File: src/rtl/mem_load_ctrl.sv
// mem_load_ctrl: frame-based write sequencer for the synapse weight/delay memory.
// Parses header(0x01) / addr_hi / addr_lo / len / data... from a byte stream
// and issues one memory write per in-range data byte. Out-of-range data is
// counted and discarded, and the sticky error flag is raised.
module mem_load_ctrl #(
    parameter int M      = 320,
    parameter int N      = 8,
    parameter int ADDR_W = $clog2(M)
) (
    input  logic              clk,
    input  logic              rst_n,
    input  logic [7:0]        byte_in,
    input  logic              byte_valid,
    input  logic              frame_clear,
    output logic [ADDR_W-1:0] mem_addr,
    output logic [N-1:0]      mem_data,
    output logic              mem_we,
    output logic              busy,
    output logic              done,
    output logic              error
);

    typedef enum logic [2:0] {
        S_IDLE,
        S_ADDR_HI,
        S_ADDR_LO,
        S_LEN,
        S_DATA
    } state_t;

    localparam logic [15:0] M16 = 16'(M);

    state_t              state_q, state_d;
    logic [15:0]         addr_q, addr_d;
    logic [8:0]          cnt_q, cnt_d;
    logic                skip_q, skip_d;
    logic                err_q, err_d;
    logic [ADDR_W-1:0]   maddr_q, maddr_d;
    logic [N-1:0]        mdata_q, mdata_d;
    logic                we_q, we_d;
    logic                done_q, done_d;
    logic                in_range;

    assign in_range = (addr_q < M16);

    // State and datapath registers
    always_ff @(posedge clk or negedge rst_n) begin
        if (!rst_n) begin
            state_q <= S_IDLE;
            addr_q  <= '0;
            cnt_q   <= '0;
            skip_q  <= 1'b0;
            err_q   <= 1'b0;
            maddr_q <= '0;
            mdata_q <= '0;
            we_q    <= 1'b0;
            done_q  <= 1'b0;
        end else begin
            state_q <= state_d;
            addr_q  <= addr_d;
            cnt_q   <= cnt_d;
            skip_q  <= skip_d;
            err_q   <= err_d;
            maddr_q <= maddr_d;
            mdata_q <= mdata_d;
            we_q    <= we_d;
            done_q  <= done_d;
        end
    end

    // Next-state, frame parsing and write/done pulse generation
    always_comb begin
        state_d = state_q;
        addr_d  = addr_q;
        cnt_d   = cnt_q;
        skip_d  = skip_q;
        err_d   = err_q;
        maddr_d = maddr_q;
        mdata_d = mdata_q;
        we_d    = 1'b0;
        done_d  = 1'b0;

        if (frame_clear) begin
            // Abort wins over a coincident byte, which is dropped
            state_d = S_IDLE;
            err_d   = 1'b0;
            skip_d  = 1'b0;
        end else if (byte_valid) begin
            case (state_q)
                S_IDLE: begin
                    if (byte_in == 8'h01) begin
                        state_d = S_ADDR_HI;
                        err_d   = 1'b0;
                        skip_d  = 1'b0;
                    end else begin
                        err_d = 1'b1;
                    end
                end
                S_ADDR_HI: begin
                    addr_d  = {byte_in, addr_q[7:0]};
                    state_d = S_ADDR_LO;
                end
                S_ADDR_LO: begin
                    addr_d  = {addr_q[15:8], byte_in};
                    state_d = S_LEN;
                end
                S_LEN: begin
                    cnt_d   = {1'b0, byte_in} + 9'd1;
                    state_d = S_DATA;
                    if (!in_range) begin
                        err_d  = 1'b1;
                        skip_d = 1'b1;
                    end
                end
                S_DATA: begin
                    if (!skip_q && in_range) begin
                        we_d    = 1'b1;
                        maddr_d = addr_q[ADDR_W-1:0];
                        mdata_d = byte_in;
                    end else begin
                        // Address ran past the end: no wrap, discard the rest
                        err_d  = 1'b1;
                        skip_d = 1'b1;
                    end
                    addr_d = addr_q + 16'd1;
                    cnt_d  = cnt_q - 9'd1;
                    if (cnt_q == 9'd1) begin
                        done_d  = 1'b1;
                        state_d = S_IDLE;
                    end
                end
                default: state_d = S_IDLE;
            endcase
        end
    end

    assign mem_addr = maddr_q;
    assign mem_data = mdata_q;
    assign mem_we   = we_q;
    assign done     = done_q;
    assign error    = err_q;
    assign busy     = (state_q != S_IDLE);

endmodule

File: config.mk
export PLATFORM = sky130hd
export DESIGN_NAME = mem_load_ctrl
export DESIGN_NICKNAME = d
export VERILOG_FILES = /design/src/rtl/mem_load_ctrl.sv
export SDC_FILE = /design/constraint.sdc
export NUM_CORES = 1
export LEC_CHECK = 0
export CORE_UTILIZATION = 52
export CTS_CLUSTER_SIZE = 14
export DETAILED_ROUTE_END_ITERATION = 10
export PLACE_DENSITY_LB_ADDON = 0.05
export SYNTH_ARGS = -nofsm -noshare
export SYNTH_HDL_FRONTEND = slang
export SYNTH_SLANG_ARGS = --single-unit
File: constraint.sdc
create_clock -name clk -period 5.35 [get_ports clk]
set_clock_uncertainty 0.2 [all_clocks]
set_input_delay 0.8025 -clock clk [delete_from_list [all_inputs] [get_ports clk]]
set_output_delay 0.8025 -clock clk [all_outputs]
set_load 0.05 [all_outputs]
==> out/metrics.yaml <==
outcome:
  status: "finished, final reports clean"
placement:
  hpwl_um: 4710
  port_buffers: 32
  gp_congestion: 0.871
  place_ws_ns: 2.26
  dpl.cell_count: 391
clock_tree:
  cts.clk_slew.worst_paths_ns: 0.09
  cts_repair_resize_count: 0
  cts_tree: "yes"
  clock-sinks: 49
  clock_latency_ns: 0.31
  cts_setup_buffers: 0
  cts_buffers: 5
  ctsHoldBuffers: 0
  cts_root_buffer: "clkbuf_8"
  h-tree-depth: 2
  cts.path.max_buffers: 2
critical_path:
  path_cells: "or2_2 -> nor2_1 -> inv_1 -> clkdlybuf4s50_1"
  critPathLaunchType: "flop"
  cp_max_fo: 12
  worst_path_max_delay_cell: "clkdlybuf4s50_1"
  arrival_ns: 2.25
  crit-reg2reg-launch: "state_q[2]$_DFFE_PN0P_"
  worst_r2r_endpoint: "mem_data[2]$_DFFE_PN0P_"
  cpPeakStageDelay_ns: 0.70
  crit_type: "flop to output pin"
  rr_worst_depth: 5
  r2r_slack_ns: 2.80
  cp.required_ns: 4.35
  cp-end-kind: "output pin"
sta:
  tns_ns: 0
  finalHoldViolations: 0
  maxSlewHeadroom: 0.237
  period_needed_ns: 3.25
  hold-worst-slack_ns: 0.308
  rsz0062_at_grt: "false"
  final_max_slew_viol_count: 0
  tightest_slew_ns: 1.14
  setup_viol: 0
  fin_crit_sh: 0.608
  setup_slack_ns: 2.10
  max_freq_ghz: 0.307
global_route:
  grt_start_max_net_pins: 50
  grt_pass1_vias: 2280
  antenna_found_initial: 0
  grt_overflow: 0
  grt_first_pass_wirelength_um: 11600
  track_usage: 0.252
synth:
  synthFlopType: "dfrtp_1"
  syn_nets: 322
  syn_area_mm2: 0.00292
  avgSynthCellArea_um2: 9.58
  synth_edf_count: 0
  synth-seq-cells: 49
  yosysWarnings: 0
  synthCells: 305
  async_flop_share: 1.00
  ys_types: 61
  seq_area_frac_synth: 0.420
finish:
  area_growth_pct: 14.2
  nFillCells: 451
  stdcell_count: 398
  drive_gt1_frac: 0.122
  multi_input_area_mm2: 0.00156
  seqCellArea_mm2: 0.00123
  nets: 345
  antennaDiodeCount: 0
detailed_routing:
  ant_nets: 0
  first_iter_violations: 163
  drc: 0
  avgRoutedWirePerCell_um: 17.4
  vias_per_cell: 6.32
  wl_um: 6910
  vias: 2516
  dr.pass1.iters: 5
pwr:
  switching_share: 0.276
  p_seq_frac: 0.578
  power.density_mw_per_mm2: 210
  p_int_mw: 0.507
  leakage_nw: 1.37
  switchingPower_mw: 0.193
  pwr-share-clk: 0.313
  ir_drop_uv: 126
  pwr-share-comb: 0.110
  total_power_mw: 0.700
job:
  drv_cap: 0
worst_hold_path:
  min_to: "error$_DFFE_PN0P_"
  hold_class: "flop to flop"
  hold_path_depth: 1
  min_from: "error$_DFFE_PN0P_"
floorplanning:
  start_util: 0.555
  io_pins: 33
  die_w_um: 77.0
  fp.dieH_um: 77.0
  coreArea_mm2: 0.00527
  die-area_mm2: 0.00592
  row_count: 26
## Yosys cell counts, drive strengths merged, types with 2 or more instances
| cell type | number | area [um2] |
|---|---|---|
| nand3 | 10 | 50.1 |
| a31o | 3 | 26.3 |
| a31oi | 5 | 31.3 |
| a21boi | 3 | 22.5 |
| a32oi | 6 | 52.6 |
| or4 | 2 | 15.0 |
| o22a | 2 | 17.5 |
| or3 | 3 | 18.8 |
| a22oi | 4 | 30.0 |
| clkbuf | 12 | 45.0 |
| ha | 5 | 62.6 |
| a22o | 2 | 17.5 |
| nor4 | 6 | 37.5 |
| and3 | 5 | 31.3 |
| a41oi | 2 | 17.5 |
| or2 | 3 | 18.8 |
| nand2 | 17 | 63.8 |
| o211ai | 3 | 22.5 |
| o2bb2ai | 3 | 26.3 |
| dfrtp | 49 | 1230 |
| o21ai | 27 | 135 |
| nor2 | 17 | 63.8 |
| and2 | 2 | 12.5 |
| nor3b | 4 | 30.0 |
| xor2 | 3 | 26.3 |
| nor4b | 4 | 35.0 |
| o21a | 2 | 15.0 |
| a21oi | 19 | 98.9 |
| inv | 13 | 48.8 |
| nor3 | 14 | 81.3 |
| or3b | 2 | 17.5 |
| nand2b | 2 | 12.5 |
| xnor2 | 3 | 26.3 |
| nand4 | 8 | 65.1 |
| buf | 6 | 47.5 |
| mux2 | 17 | 225 |
## worst max-delay path: cells and delay by family (launching register included)
kind / cells / cell delay, ns
buffers and inverters: 2 / 0.78
and+or+nand+nor: 2 / 0.65
DFF: 1 / 0.51
## cells in the final DEF, fill, tap and decap left out, types with 6 or more instances in the layout
cell type        instances
a21oi_1                 18
a32oi_1                  6
nor4_1                   6
nand2_1                 17
mux2_2                   8
nand4_1                  7
clkdlybuf4s50_1         31
nor3_1                  13
o21ai_0                 27
nor2_1                  17
dfrtp_1                 49
nand3_1                 10
inv_1                   13
mux2_4                   9
## routing by layer
| layer | vias to the layer above | wire (um) | track usage |
|---|---|---|---|
| li1 | 1195 | - | - |
| met1 | 1211 | 3240 | 0.377 |
| met2 | 99 | 3110 | 0.369 |
| met3 | 11 | 436 | 0.0298 |
| met4 | 0 | 121 | 0.100 |
| met5 | - | 0 | 0 |
## per-stage QoR
step	area, um2	util
after floorplan	2920	-
after CTS	3340	0.633
after global routing	3340	0.633
after detailed placement	3250	0.617
final	3340	0.633
after global placement	3250	0.617
## registers in the layout, summed over array words and instances, names as in the netlist
register	count
done	1
cnt_q	9
mem_we	1
error	1
mem_data	8
state_q	3
addr_q	16
mem_addr	9
skip_q	1
## power by group through the flow
stage / clock network (mW) / registers (mW) / logic, mW
CTS: 0.225 / 0.404 / 0.0770
floorplan: 0 / 0.408 / 0.0429
global route: 0.240 / 0.407 / 0.0857
finish: 0.219 / 0.404 / 0.0767
detailed placement: 0 / 0.411 / 0.0764
global placement: 0 / 0.411 / 0.0757
## area by class of cell
type                       instances  share of cell area
clock buffer                       5              0.0206
clock inverter                     2             0.00487
inverter                          13              0.0146
multi-input combinational        225               0.467
sequential                        49               0.367
tap                               70              0.0262
timing repair buffer              34              0.0990
## how the worst max path moves through the flow
stage | startpoint | to | slack [ns] | cells after the start
after floorplan | frame_clear | mem_addr[5]$_DFFE_PN0P_ | 3.02 | 6
after global placement | byte_in[0] | state_q[0]$_DFFE_PN0P_ | 2.31 | 6
after detailed placement | byte_valid | mem_data[2]$_DFFE_PN0P_ | 2.26 | 5
after CTS | state_q[0]$_DFFE_PN0P_ | busy | 2.11 | 4
after global routing | state_q[0]$_DFFE_PN0P_ | busy | 2.00 | 4
final | state_q[0]$_DFFE_PN0P_ | busy | 2.10 | 4
## kinds of logic (layout without fill, tap and decap cells)
group | after synthesis | in the layout | share of synthesized area
AOI/OAI and AO/OA | 93 | 93 | 0.212
xor gates and xnor gates | 6 | 6 | 0.0180
adders and majority gates | 5 | 5 | 0.0214
buffers and inverters | 31 | 54 | 0.0484
DFF | 49 | 49 | 0.420
muxes | 18 | 18 | 0.0805
and+or+nand+nor | 103 | 103 | 0.200
Note: power is estimated with default switching activity, not from simulation.
